`src/rtl/fifo_flush_sched_if.sv`:
```
// Handshake bundle between the flush scheduler, the four nibble producers,
// the FIFO flush datapath and the downstream word consumer.
interface fifo_flush_sched_if;
  logic [3:0]  req_valid_i;
  logic [15:0] req_data_i;
  logic [3:0]  req_ready_o;
  logic        fifo_wr_valid_o;
  logic [3:0]  fifo_wr_data_o;
  logic        fifo_full_i;
  logic        fifo_empty_i;
  logic        fifo_flush_o;
  logic [31:0] fifo_rd_data_i;
  logic        flush_req_i;
  logic        out_valid_o;
  logic [31:0] out_data_o;
  logic [3:0]  out_count_o;
  logic        out_ready_i;

  modport master (
    output req_valid_i, req_data_i, fifo_full_i, fifo_empty_i,
           fifo_rd_data_i, flush_req_i, out_ready_i,
    input  req_ready_o, fifo_wr_valid_o, fifo_wr_data_o, fifo_flush_o,
           out_valid_o, out_data_o, out_count_o
  );

  modport slave (
    input  req_valid_i, req_data_i, fifo_full_i, fifo_empty_i,
           fifo_rd_data_i, flush_req_i, out_ready_i,
    output req_ready_o, fifo_wr_valid_o, fifo_wr_data_o, fifo_flush_o,
           out_valid_o, out_data_o, out_count_o
  );
endinterface

```
`src/rtl/fifo_flush_sched.sv`:
```
// Flush scheduler: round-robin nibble arbitration into the FIFO, flush
// triggering (threshold / software / idle timeout) and word hand-off.
module fifo_flush_sched #(
  parameter int FLUSH_HOLD = 2,
  parameter int TIMEOUT    = 16
) (
  input  logic              clk,
  input  logic              reset,
  fifo_flush_sched_if.slave bus
);

  localparam int HW = (FLUSH_HOLD > 1) ? $clog2(FLUSH_HOLD) : 1;

  typedef enum logic [1:0] {FILL, FLUSH, OUT} state_t;

  state_t       state_q, state_d;
  logic [5:0]   pend_q;
  logic [4:0]   idle_q;
  logic [1:0]   rr_q;
  logic [HW-1:0] hold_q;
  logic [31:0]  out_data_q;
  logic [3:0]   out_count_q;

  logic         pend_nz;
  logic         trigger;
  logic         can_grant;
  logic         found;
  logic [1:0]   gidx;
  logic [1:0]   scan_idx;
  logic [3:0]   grant;
  logic         hold_last;
  logic [3:0]   take;
  logic         unused_status;

  // Empty flag is informational only; nothing in the scheduler gates on it.
  assign unused_status = bus.fifo_empty_i;

  assign pend_nz   = (pend_q != 6'd0);
  assign trigger   = (state_q == FILL) &&
                     ((pend_q >= 6'd8) ||
                      (bus.flush_req_i && pend_nz) ||
                      ((idle_q == 5'(TIMEOUT)) && pend_nz));
  assign can_grant = (state_q == FILL) && !reset && !bus.fifo_full_i &&
                     (pend_q < 6'd31) && !trigger;
  assign hold_last = (hold_q == HW'(FLUSH_HOLD - 1));
  assign take      = (pend_q >= 6'd8) ? 4'd8 : pend_q[3:0];

  always_comb begin
    grant    = 4'b0000;
    gidx     = 2'd0;
    found    = 1'b0;
    scan_idx = 2'd0;
    for (int i = 0; i < 4; i++) begin
      scan_idx = rr_q + 2'(i);
      if (!found && can_grant && bus.req_valid_i[scan_idx]) begin
        found          = 1'b1;
        grant[scan_idx] = 1'b1;
        gidx           = scan_idx;
      end
    end
  end

  assign bus.req_ready_o     = grant;
  assign bus.fifo_wr_valid_o = found;
  assign bus.fifo_wr_data_o  = found ? bus.req_data_i[{gidx, 2'b00} +: 4] : 4'h0;
  assign bus.fifo_flush_o    = (state_q == FLUSH);
  assign bus.out_valid_o     = (state_q == OUT);
  assign bus.out_data_o      = out_data_q;
  assign bus.out_count_o     = out_count_q;

  always_comb begin
    state_d = state_q;
    case (state_q)
      FILL:    if (trigger) state_d = FLUSH;
      FLUSH:   if (hold_last) state_d = OUT;
      OUT:     if (bus.out_ready_i) state_d = FILL;
      default: state_d = FILL;
    endcase
  end

  always_ff @(posedge clk) begin
    if (reset) begin
      state_q     <= FILL;
      pend_q      <= 6'd0;
      idle_q      <= 5'd0;
      rr_q        <= 2'd0;
      hold_q      <= '0;
      out_data_q  <= 32'd0;
      out_count_q <= 4'd0;
    end else begin
      state_q <= state_d;
      case (state_q)
        FILL: begin
          hold_q <= '0;
          if (found) begin
            pend_q <= pend_q + 6'd1;
            idle_q <= 5'd0;
            rr_q   <= gidx + 2'd1;
          end else if (pend_nz && (idle_q != 5'd31)) begin
            idle_q <= idle_q + 5'd1;
          end
        end
        FLUSH: begin
          hold_q <= hold_q + HW'(1);
          // The datapath presents the flushed word only in the final hold cycle.
          if (hold_last) begin
            out_data_q  <= bus.fifo_rd_data_i;
            out_count_q <= take;
            pend_q      <= pend_q - {2'b00, take};
            idle_q      <= 5'd0;
            hold_q      <= '0;
          end
        end
        default: ;
      endcase
    end
  end

endmodule
```
`src/flat_wrapper.sv`:
```
// flat-port wrapper written by rule: the top's interface ports become plain ports
module fifo_flush_sched_flat 
#(
  parameter int FLUSH_HOLD = 2,
  parameter int TIMEOUT    = 16
)
  (clk, reset, bus_req_valid_i, bus_req_data_i, bus_fifo_full_i, bus_fifo_empty_i, bus_fifo_rd_data_i, bus_flush_req_i, bus_out_ready_i, bus_req_ready_o, bus_fifo_wr_valid_o, bus_fifo_wr_data_o, bus_fifo_flush_o, bus_out_valid_o, bus_out_data_o, bus_out_count_o);
  fifo_flush_sched_if bus_i ();
  input  logic clk;
  input  logic reset;
  input wire logic [$bits(bus_i.req_valid_i)-1:0] bus_req_valid_i;
  input wire logic [$bits(bus_i.req_data_i)-1:0] bus_req_data_i;
  input wire logic [$bits(bus_i.fifo_full_i)-1:0] bus_fifo_full_i;
  input wire logic [$bits(bus_i.fifo_empty_i)-1:0] bus_fifo_empty_i;
  input wire logic [$bits(bus_i.fifo_rd_data_i)-1:0] bus_fifo_rd_data_i;
  input wire logic [$bits(bus_i.flush_req_i)-1:0] bus_flush_req_i;
  input wire logic [$bits(bus_i.out_ready_i)-1:0] bus_out_ready_i;
  output wire logic [$bits(bus_i.req_ready_o)-1:0] bus_req_ready_o;
  output wire logic [$bits(bus_i.fifo_wr_valid_o)-1:0] bus_fifo_wr_valid_o;
  output wire logic [$bits(bus_i.fifo_wr_data_o)-1:0] bus_fifo_wr_data_o;
  output wire logic [$bits(bus_i.fifo_flush_o)-1:0] bus_fifo_flush_o;
  output wire logic [$bits(bus_i.out_valid_o)-1:0] bus_out_valid_o;
  output wire logic [$bits(bus_i.out_data_o)-1:0] bus_out_data_o;
  output wire logic [$bits(bus_i.out_count_o)-1:0] bus_out_count_o;
  assign bus_i.req_valid_i = bus_req_valid_i;
  assign bus_i.req_data_i = bus_req_data_i;
  assign bus_i.fifo_full_i = bus_fifo_full_i;
  assign bus_i.fifo_empty_i = bus_fifo_empty_i;
  assign bus_i.fifo_rd_data_i = bus_fifo_rd_data_i;
  assign bus_i.flush_req_i = bus_flush_req_i;
  assign bus_i.out_ready_i = bus_out_ready_i;
  assign bus_req_ready_o = bus_i.req_ready_o;
  assign bus_fifo_wr_valid_o = bus_i.fifo_wr_valid_o;
  assign bus_fifo_wr_data_o = bus_i.fifo_wr_data_o;
  assign bus_fifo_flush_o = bus_i.fifo_flush_o;
  assign bus_out_valid_o = bus_i.out_valid_o;
  assign bus_out_data_o = bus_i.out_data_o;
  assign bus_out_count_o = bus_i.out_count_o;
  fifo_flush_sched #(.FLUSH_HOLD(FLUSH_HOLD), .TIMEOUT(TIMEOUT)) u_core (.clk(clk), .reset(reset), .bus(bus_i));
endmodule
```
`config.mk`:
```
export PLATFORM = sky130hd
export DESIGN_NAME = fifo_flush_sched_flat
export DESIGN_NICKNAME = d
export VERILOG_FILES = /design/src/rtl/fifo_flush_sched_if.sv /design/src/rtl/fifo_flush_sched.sv /design/src/flat_wrapper.sv
export SDC_FILE = /design/constraint.sdc
export NUM_CORES = 1
export LEC_CHECK = 0
export ABC_AREA = 1
export CAP_MARGIN = 30
export CORE_MARGIN = 5
export CORE_UTILIZATION = 33
export DETAILED_ROUTE_END_ITERATION = 7
export GPL_TIMING_DRIVEN = 0
export SYNTH_ARGS = -nofsm -noshare
export SYNTH_HDL_FRONTEND = slang
export SYNTH_SLANG_ARGS = --single-unit
```
`constraint.sdc`:
```
create_clock -name clk -period 2.25 [get_ports clk]
set_input_delay 0.3375 -clock clk [delete_from_list [all_inputs] [get_ports clk]]
set_output_delay 0.3375 -clock clk [all_outputs]
set_load 0.005 [all_outputs]
```
### Word-level counts from Yosys, hierarchy flattened

Cells that the tools add are included.

* bits in registers: 52
* output and inout port bits: 47

* add/subtract/negate cells: 8
* magnitude comparators: 10
* eq/ne operators: 9
* shifts and indexed selects: 1
* multiplexer cells: 43
* bitwise logic cells: 3
* reduce and logical (&&, ||, !) cells: 35

Operator list (count)
* 4-bit two-way mux: 6
* 1-bit logical AND: 19
* 16-bit by 5-bit indexed part select with 4-bit output: 1
* 5-bit two-way mux: 3
* 2-bit two-way mux: 7
* 1-bit two-way mux: 13
* 2-bit by 3-bit < comparator with 1-bit output (second input constant): 4
* 6-bit two-way mux: 2
* 4-bit OR: 3
* 6-bit one-hot mux with 2 select lines: 1
* 5-bit one-hot mux with 2 select lines: 1
* 3-bit AND reduction: 3
* 1-bit binary-select mux with 2-bit select: 4
* 1-bit demux with 2-bit select: 4
* 2-bit by 1-bit greater-or-equal comparator with 1-bit output (second input constant): 4
* 6-bit by 1-bit adder with 6-bit output (second input constant): 1
* 6-bit by 4-bit greater-or-equal comparator with 1-bit output (second input constant): 1
* 1-bit zero test: 6
* 6-bit by 5-bit < comparator with 1-bit output (second input constant): 1
* 2-bit by 1-bit != test with 1-bit output (second input constant): 3
* 2-bit one-hot mux with 3 select lines: 1
* 6-bit nonzero test: 1
* 6-bit by 4-bit subtractor with 6-bit output: 1
* 5-bit by 1-bit adder with 5-bit output (second input constant): 1
* other kinds (14): 18

### Depth between registers and ports, before layout

Gate-level depths: netlist of the first run.

* word-level depth: 23
* depth in mapped cells: 18

### Least setup slack after synthesis of the first run

OpenSTA, ideal clock, no wires.

* path kind: reg2out
* start point: reg u_core.rr_q[1]
* end point: out bus_fifo_wr_data_o[0]
* arrival time: 2.079 ns
* required time: 1.913 ns
* setup slack: -0.166 ns
* cell stages (with the launch flop): 14
* path buffers: 0
* path through: dfxtp_1 -> inv_1 -> ha_1 -> inv_1 -> nand3_1 -> nand2_2 -> nor2_4 -> o21ai_4 -> nand3_2 -> nand2_4 -> nand2_4 -> nand2_1 -> nand3_1 -> a21oi_1

* longest elaborated chain between the ends: 18

RTL lines
* from (decl): line fifo_flush_sched.sv:19 `logic [1:0] rr_q;`
* from (signal assigned): line fifo_flush_sched.sv:98 `rr_q <= gidx + 2'd1;`
* 1-bit binary-select mux with 2-bit select: line fifo_flush_sched.sv:55 `if (!found && can_grant && bus.req_valid_i[scan_idx]) begin`
* 1-bit two-way mux (not written as such): line fifo_flush_sched.sv:55
* 1-bit logical AND: line fifo_flush_sched.sv:55
* 1-bit two-way mux: line fifo_flush_sched.sv:55
* 1-bit zero test: line fifo_flush_sched.sv:55
* 1-bit logical AND (2 in series): line fifo_flush_sched.sv:55
* 1-bit two-way mux: line fifo_flush_sched.sv:55
* 1-bit zero test: line fifo_flush_sched.sv:55
* 1-bit logical AND (2 in series): line fifo_flush_sched.sv:55
* 1-bit two-way mux: line fifo_flush_sched.sv:55
* 1-bit zero test: line fifo_flush_sched.sv:55
* 1-bit logical AND (2 in series): line fifo_flush_sched.sv:55
* 2-bit two-way mux: line fifo_flush_sched.sv:55
* 16-bit by 5-bit indexed part select with 4-bit output: line fifo_flush_sched.sv:65 `assign bus.fifo_wr_data_o = found ? bus.req_data_i[{gidx, 2'b00} +: 4] : 4'h0;`
* 4-bit two-way mux *: line fifo_flush_sched.sv:65
* to (decl): line flat_wrapper.sv:20 `output wire logic [$bits(bus_i.fifo_wr_data_o)-1:0] bus_fifo_wr_data_o;`

Every way passes the cells marked *; elsewhere a longest branch is shown, timed or not. The select of a mux whose other input is x is not followed.

### Worst setup path in the final report of the first run

* start point: reg u_core.rr_q[0]
* end point: out bus_fifo_wr_data_o[1]

The elaborated chain is that of the path after synthesis.

==> flow_summary.ini, run 1 <==
[logic_synthesis]
synth-seq-cells = 52
syn_avg_cell_area_um2 = 6.908
synth-main-ff-cell = dfxtp_1
ys_seq_area_share_pct = 35.05
synth_cells = 430
synth_common_cells = nand2_1, a21oi_1, dfxtp_1, inv_1, nand3_1
synth-xor-area-share_pct = 1.769
synth.most_common_cell = nand2_1
synthTopCellsByArea = dfxtp_1, nand2_1, a21oi_1
synth_fa_ha_area_share_pct = 5.729
yosysUniqueCellTypes = 36
synthMuxAreaShare_pct = 0
syn_area_um2 = 2970
synth_top_family_by_area = simple AND/OR/NAND/NOR gates
yosysWarnings = 0
netlist.area_leader.share_pct = 35.05
synth_compound_area_share_pct = 15.04
synth_top_area_cell = dfxtp_1
synth_edf_count = 0
async_flop_share_pct = 0
syn-num-nets = 501
yosys.area_share.simple_pct = 34.04

[detailed_routing]
wl_per_cell_um = 13.59
post-route-drc-count = 0
firstDrtPassIters = 4
first_iter_violations = 144
via_count = 3274
routed_wl_mm = 9.325
viasPerCell = 4.773
drtAntennaViolNets = 0

[cells_and_area]
finish.utilization_pct = 55.64
area_delta_synth_final_pct = 64.15
nets = 647
drive_gt1_share_pct = 27.73

[sta]
final_max_slew_viol_count = 0
finClkSkew_ns = 0.005169
hold_violations = 0
setup_viol = 9
relSlewSlack_pct = 66.50
worst_pin_slew_ns = 0.5024
period_needed_ns = 2.693
tns_ns = -3.245
worst_slack_ns = -0.4430
rsz0062_at_grt = yes
post-route-period-util_pct = 119.7
fmax_mhz = 371.3

[cts]
cts_root_buf = clkbuf_8
cts_tree = yes
clk_latency_ns = 0.31
clock_sinks = 52
htreeDepth = 2
holdBufCountCts = 0
cts_buffers = 5
clkSlewWorstSetupHoldPaths_ns = 0.10
clockBufferDepth = 2

[setup_path]
endpoint_kind = output port
crit_end = bus_fifo_wr_data_o[1]
crit_start = u_core.rr_q[0]$_SDFFE_PP0P_
required_ns = 1.91
worstSetupPathType = reg2out
start_kind = register
rr_startpoint = u_core.rr_q[0]$_SDFFE_PP0P_
arrival_ns = 2.36
reg2reg_depth = 17
crit_fanout = 9
r2r-end = u_core.idle_q[4]$_SDFFE_PP0P_
rrSetupSlack_ns = 0.01

[floorplan]
die_area_um2 = 11000
start_util_pct = 33.89
die_x_um = 104.9
die_h_um = 104.9
coreArea_um2 = 8763
rows = 34
io_pins = 105

[power_and_ir_drop]
p_leak_nw = 1.987
peakVddDrop_mv = 0.5771
pwr_density_cell_nw_per_um2 = 1233

[outcome]
status = finished, violations left
violations = negative setup slack

[global_route]
grt_antenna_before_repair = 1
grt_usage_pct = 16.74
grt_max_degree = 18
grt_pass1_vias = 3248
grt_overflow = 0
grt_pass1_wl_mm = 15.64

[worst_hold_path]
min_path_type = in2reg
min_from = reset

[run]
maxCapViolations = 0

[placed_design]
place_congestion = 0.8370
pre_cts_slack_ns = -0.9552
io_buffers = 103
hpwlAfterDp_mm = 6.463
## routing by layer
metal / part of all wire [%] / up-vias / GRT usage [%]
li1: - / 1689 / -
met1: 42 / 1483 / 19.97
met2: 48 / 91 / 28.24
met3: 8.3 / 11 / 6.535
met4: 1.4 / 0 / 4.110
met5: 0 / - / 0
## critical path, cell delays in order, from the launching register on
cell     delay [ns]
dfxtp_2        0.35
buf_6          0.12
inv_8          0.03
ha_4           0.29
inv_4          0.04
nand3_2        0.07
nand2_2        0.07
nor2_4         0.14
inv_2          0.08
nor2_4         0.17
nor2_4         0.09
nand2_8        0.09
nand2_8        0.08
nand2_2        0.07
nand3_2        0.08
a21oi_2        0.14
buf_2          0.12
## power breakdown
group / switching (mW) / internal [mW] / leakage (nW)
Combinational: 2.34 / 1.77 / 1.51
Clock: 0.331 / 0.336 / 0.0548
Sequential: 0.148 / 1.09 / 0.424
## sequential cells by signal, indices dropped and copies added, names as in the netlist
signal                  cells
u_core.bus.out_count_o      4
u_core.bus.out_data_o      32
u_core.hold_last            1
u_core.idle_q               5
u_core.pend_q               6
u_core.rr_q                 2
u_core.state_q              2
## worst min path at each step
stage               cells after the start                                      to  slack (ns)
floorplan                               2           u_core.hold_last$_SDFFE_PP0P_        0.46
global placement                        2   u_core.bus.out_data_o[4]$_SDFFE_PP0P_        0.45
detailed placement                      2  u_core.bus.out_data_o[19]$_SDFFE_PP0P_        0.46
CTS                                     2   u_core.bus.out_data_o[2]$_SDFFE_PP0P_        0.47
global route                            4           u_core.pend_q[3]$_SDFFE_PP0P_        0.44
finish                                  4           u_core.pend_q[3]$_SDFFE_PP0P_        0.37
## what timing repair did
action,in CTS,in global routing
setup endpoints to repair,12,22
setup buffers,27,10
endpoints found under the hold margin,0,0
gates cloned,1,0
pin swaps,25,35
resized for setup,93,36
## logic make-up (layout without fill, tap and decap cells)
group	after synthesis	after routing
and+or+nand+nor	215	216
AOI/OAI and AO/OA	83	83
buffers and inverters	61	207
DFF	52	52
adders and majority gates	13	13
xor gates and xnor gates	6	6
other	0	1
## metrics by stage
| stage | std cells | hold slack, ns | total power, mW | cell area, um^2 |
|---|---|---|---|---|
| 2_1_floorplan | 430 | 0.4582 | 3.160 | 3013 |
| 3_3_place_gp | 641 | 0.4511 | 3.871 | 4179 |
| 3_5_place_dp | 641 | 0.4564 | 3.906 | 4179 |
| 4_1_cts | 676 | 0.4716 | 5.520 | 4673 |
| 5_1_grt | 686 | 0.4368 | 6.491 | 4876 |
| 6_report | 686 | 0.3712 | 6.012 | 4876 |
## layout by cell type, fill, tap and decap left out, types with 7 or more instances in the layout
cell	instances
nand2_1	100
clkdlybuf4s50_1	93
a21oi_1	49
dfxtp_1	47
inv_1	35
nand2_2	24
buf_4	24
nor2_1	22
nand3_1	18
nand3_2	14
buf_6	12
buf_2	12
inv_2	9
o21ai_1	9
ha_1	8
nor2_4	7
a21oi_2	7
## cell type report
cell class / count / area (um^2)
Clock buffer: 5 / 68.82
Inverter: 48 / 200.2
Timing Repair Buffer: 138 / 1308
Buffer: 13 / 61.31
Multi-Input combinational cell: 318 / 2004
Tap cell: 108 / 135.1
Antenna cell: 1 / 2.502
Clock inverter: 3 / 46.29
Fill cell: 829 / 3887
Sequential cell: 52 / 1050
No activity file was read; power rests on OpenSTA's default activity.
==> inputs of run 2 (changes only) <==
- ABC_CLOCK_PERIOD_IN_PS: not set -> 3100
- clock period: 2.25 -> 3.1 ns (I/O delays scaled with it)
==> run 2 against run 1 <==
The run now ends clean. Combinational power shrank 46%. Critical endpoint is now bus_fifo_wr_data_o[3]. Die area unchanged. Clock-buffer cell count is the same. Highest routed layer unchanged. Largest cell class unchanged. Utilization down 4.1 points. Cell area fell by 7.4%.
==> flow_summary.ini, run 2 (same netlist as run 1, synthesis figures left out) <==
[power_and_ir_drop]
p_leak_nw = 1.891
pwr_density_cell_nw_per_um2 = 768.2
peakVddDrop_mv = 0.2723

[sta]
setup_viol = 0
worst_slack_ns = 0.1574
worst_pin_slew_ns = 0.5925
final_max_slew_viol_count = 0
post-route-period-util_pct = 94.92
relSlewSlack_pct = 60.45
hold_violations = 0
finClkSkew_ns = 0.008137
fmax_mhz = 339.8
period_needed_ns = 2.943
tns_ns = 0

[detailed_routing]
wl_per_cell_um = 12.85
post-route-drc-count = 0
viasPerCell = 4.792
firstDrtPassIters = 4
routed_wl_mm = 8.594
via_count = 3206
drtAntennaViolNets = 0
first_iter_violations = 130

[cells_and_area]
nets = 631
mostFrequentLayoutCells = nand2_1, clkdlybuf4s50_1, a21oi_1
diodes = 0
final_common_cell = nand2_1
area_delta_synth_final_pct = 51.94
largest_reg_flops = 32
drive_gt1_share_pct = 17.65

[setup_path]
start_kind = register
rr_startpoint = u_core.state_q[0]$_SDFFE_PP0P_
crit_fanout = 7
worstSetupPathType = reg2out
arrival_ns = 2.48
slowest_delay_ns = 0.36
path_cells = buf_8 -> inv_8 -> ha_4 -> inv_4 -> nand3_2 -> nand2_2 -> nor2_4 -> inv_2 -> nor2_4 -> nand2_1 -> nand3_1 -> nand2_1 -> nand2_2 -> buf_6 -> nand3_2 -> a21oi_2 -> buf_2
r2r-end = u_core.pend_q[5]$_SDFFE_PP0P_
endpoint_kind = output port
reg2reg_depth = 14
rrSetupSlack_ns = 0.72
required_ns = 2.63
slowest_stage = dfxtp_2

[floorplan]
coreArea_um2 = 8763
io_pins = 105
die_area_um2 = 11000
die_x_um = 104.9
rows = 34
start_util_pct = 33.89
die_h_um = 104.9

[worst_hold_path]
min_to = u_core.bus.out_data_o[12]$_SDFFE_PP0P_
min_from = u_core.bus.out_data_o[12]$_SDFFE_PP0P_
min_path_type = reg2reg
whs_path_depth = 2

[cts]
clock_sinks = 52
clockBufferDepth = 2
cts_buffers = 5
clk_latency_ns = 0.31
htreeDepth = 2
cts_tree = yes
clkSlewWorstSetupHoldPaths_ns = 0.10
cts_root_buf = clkbuf_8

[outcome]
status = completed

[placed_design]
io_buffers = 103
hpwlAfterDp_mm = 6.530
place_congestion = 0.8435
pre_cts_slack_ns = -0.3929

[global_route]
grt_pass1_wl_mm = 14.29
grt_max_degree = 18
grt_antenna_before_repair = 0
grt_usage_pct = 15.24
grt_overflow = 0
grt_pass1_vias = 3074

[run]
maxCapViolations = 0
==> run 2: cell count changes in the layout (fill, tap and decap cells not counted), moves of 6 or more <==
cell,before,now
buf_2,12,5
buf_4,24,18
buf_6,12,1
nand2_1,100,112
nand2_2,24,15
nand3_1,18,28
nand3_2,14,4
o21ai_0,6,14
o21ai_1,9,3
==> run 2: worst max path at each step <==
| stage | startpoint | endpoint | slack, ns |
|---|---|---|---|
| after floorplan | u_core.rr_q[1]$_SDFFE_PP0P_ | bus_fifo_wr_data_o[0] | 0.56 |
| after global placement | reset | bus_fifo_wr_data_o[3] | -0.42 |
| after detailed placement | reset | bus_fifo_wr_data_o[3] | -0.39 |
| after CTS | u_core.rr_q[0]$_SDFFE_PP0P_ | bus_req_ready_o[2] | 0.0004 |
| after global routing | u_core.rr_q[0]$_SDFFE_PP0P_ | bus_fifo_wr_data_o[3] | -0.006 |
| final | u_core.rr_q[0]$_SDFFE_PP0P_ | bus_fifo_wr_data_o[3] | 0.16 |
==> run 2: metal layers <==
metal	wire length, um	vias to the layer above	GRT usage (%)
met5	0	-	0
met4	79	0	2.740
met3	631	10	5.055
met2	4076	90	26.62
met1	3806	1454	18.40
li1	-	1652	-
==> run 2: area by class of cell <==
cell class	instances	area, um^2
clock buffers	5	68.82
multi-input cells	317	1793
clock inverters	3	21.27
repair buffers	123	1185
fillers	881	4250
plain buffers	13	65.06
well taps	108	135.1
flip-flops and latches	52	1049
inverters	48	196.4
==> run 2: what timing repair did <==
item	in CTS	in global routing
pin swaps	8	14
setup endpoints to repair	9	7
buffers inserted	8	12
hold buffers	0	0
gates resized for setup	30	24
==> run 2: power breakdown <==
group / switching, mW / total (mW) / internal [mW]
registers: 0.0929 / 0.870 / 0.777
logic: 1.29 / 2.20 / 0.908
clock network: 0.239 / 0.400 / 0.161
==> run 2: worst max-delay path: cells and delay by family (launching register included) <==
kind                       cells  cell delay (ns)
buffers and inverters          6             0.53
DFF                            1             0.36
adders and majority gates      1             0.30
AOI/OAI and AO/OA              1             0.13
and+or+nand+nor                9             0.85
==> run 2: metrics by stage <==
stage / util, % / hold slack, ns / cell area, um^2 / cells / total power, mW
after global routing: 51.50 / 0.4854 / 4513 / 669 / 3.802
final: 51.50 / 0.4703 / 4513 / 669 / 3.467
after detailed placement: 47.20 / 0.4566 / 4136 / 641 / 2.777
after CTS: 49.86 / 0.4711 / 4369 / 657 / 3.325
after global placement: 47.20 / 0.4514 / 4136 / 641 / 2.754
after floorplan: - / 0.4582 / 2970 / 430 / 2.229
==> inputs of run 3 (changes only) <==
==> constraint.sdc (replaced) <==
create_clock -name clk -period 3.1 [get_ports clk]
set_input_delay 0.31 -clock clk [delete_from_list [all_inputs] [get_ports clk]]
set_output_delay 0.31 -clock clk [all_outputs]
set_load 0.005 [all_outputs]
==> run 3 against run 2 <==
Cell area decreased by 2.6%. Clock skew increased by 0.0038 ns. Sequential cell count unchanged. Clock power increased by 1%. Final cell count decreased by 1.5%. Die area unchanged. Sequential share of layout area increased by 0.59 points. Utilization decreased by 1.3 points. Critical path depth decreased by 5. Maximum frequency decreased by 1.9%.
==> flow_summary.ini, run 3 (same netlist as run 1, synthesis figures left out) <==
[outcome]
status = completed

[global_route]
grt_max_degree = 18
grt_pass1_wl_mm = 14.23
grt_pass1_vias = 3083
grt_antenna_before_repair = 0
grt_usage_pct = 15.18
grt_overflow = 0

[setup_path]
endpoint_kind = output port
arrival_ns = 2.69
required_ns = 2.79
start_kind = register
crit_fanout = 8
worstSetupPathType = reg2out

[power_and_ir_drop]
pwr_density_cell_nw_per_um2 = 759.4
power_mw = 3.338
peakVddDrop_mv = 0.2700
p_leak_nw = 1.783

[cells_and_area]
diodes = 0
drive_gt1_share_pct = 13.61
mostFrequentLayoutCells = nand2_1, clkdlybuf4s50_1, a21oi_1
largest_reg_flops = 32
area_delta_synth_final_pct = 47.98
nets = 621
finish.utilization_pct = 50.16
final_common_cell = nand2_1
fin_cells = 659

[cts]
cts_root_buf = clkbuf_8
clock_sinks = 52
cts_tree = yes
clkSlewWorstSetupHoldPaths_ns = 0.10
clk_latency_ns = 0.31
cts_buffers = 5
holdBufCountCts = 0
htreeDepth = 2
clockBufferDepth = 2

[sta]
post-route-period-util_pct = 96.72
finClkSkew_ns = 0.01196
final_max_slew_viol_count = 0
period_needed_ns = 2.998
fmax_mhz = 333.5
worst_pin_slew_ns = 0.5967
holdWs_ns = 0.4699
setup_viol = 0
hold_violations = 0
tns_ns = 0
relSlewSlack_pct = 60.17

[floorplan]
die_h_um = 104.9
coreArea_um2 = 8763
die_x_um = 104.9
start_util_pct = 33.89
io_pins = 105
rows = 34
die_area_um2 = 11000

[run]
maxCapViolations = 0

[placed_design]
place_congestion = 0.8435
dp.cells = 641
hpwlAfterDp_mm = 6.530
io_buffers = 103

[detailed_routing]
routed_wl_mm = 8.587
drtAntennaViolNets = 0
via_count = 3172
firstDrtPassIters = 4
viasPerCell = 4.813
first_iter_violations = 127
post-route-drc-count = 0
wl_per_cell_um = 13.03

[worst_hold_path]
min_path_type = reg2reg
-- run 3: changes by cell type in the layout (fill, tap and decap cells not counted), moves of 2 or more --
cell	before	now
nand3_2	4	0
clkdlybuf4s50_1	93	98
a21oi_1	52	54
dlymetal6s2s_1	4	1
buf_4	18	9
a21oi_2	4	2
nand3_1	28	32
clkbuf_2	3	0
-- run 3: metrics by stage --
| stage | setup slack, ns | area (um^2) |
|---|---|---|
| after floorplan | 0.7115 | 2970 |
| after global placement | -0.1848 | 4136 |
| after detailed placement | -0.1976 | 4136 |
| after CTS | 0.1262 | 4342 |
| after global routing | -0.02228 | 4395 |
| final | 0.1017 | 4395 |
-- run 3: final cells by class --
type	instances	area, um^2
buffer	13	65.06
clock buffer	5	68.82
clock inverter	3	21.27
fill	894	4368
inverter	48	191.4
multi-input combinational	317	1749
sequential	52	1047
tap	108	135.1
timing repair buffer	113	1117
-- run 3: report_power, final --
part | switching (mW) | leakage, nW | internal [mW]
registers | 0.0948 | 0.423 | 0.777
clock network | 0.243 | 0.0445 | 0.161
logic | 1.23 | 1.31 | 0.834
total | 1.57 | 1.78 | 1.77
-- run 3: per-layer routing --
layer	global-route usage (%)	wire length, um	part of all wire, %	up-vias
li1	-	-	-	1631
met4	2.740	73	0.85	0
met1	18.02	3733	43	1436
met3	5.302	692	8.1	8
met2	26.66	4089	48	97
met5	0	0	0	-
-- run 3: what timing repair did --
item | in CTS | in global routing
pin swaps | 5 | 5
setup endpoints to repair | 8 | 8
setup buffers | 8 | 2
resized for setup | 19 | 8
-- run 3: final timing paths --
kind,start,endpoint,slack (ns),depth (start not counted)
worst max-delay path,u_core.rr_q[0]$_SDFFE_PP0P_,bus_req_ready_o[0],0.10,12
worst min-delay path,u_core.bus.out_data_o[15]$_SDFFE_PP0P_,u_core.bus.out_data_o[15]$_SDFFE_PP0P_,0.47,2
worst max register to register,u_core.rr_q[0]$_SDFFE_PP0P_,u_core.idle_q[4]$_SDFFE_PP0P_,0.70,17
worst min register to register,u_core.bus.out_data_o[15]$_SDFFE_PP0P_,u_core.bus.out_data_o[15]$_SDFFE_PP0P_,0.47,2
-- run 3: worst max-delay path, cell delays in order (launching register included) --
cell and delay (ns):
dfxtp_2 0.36, buf_8 0.14, inv_6 0.06, ha_4 0.26, inv_2 0.09, nand3_1 0.09
nand2_2 0.11, nor2_4 0.06, o21ai_4 0.20, nand3_4 0.14, buf_4 0.18, o221ai_1 0.16
clkdlybuf4s50_1 0.54
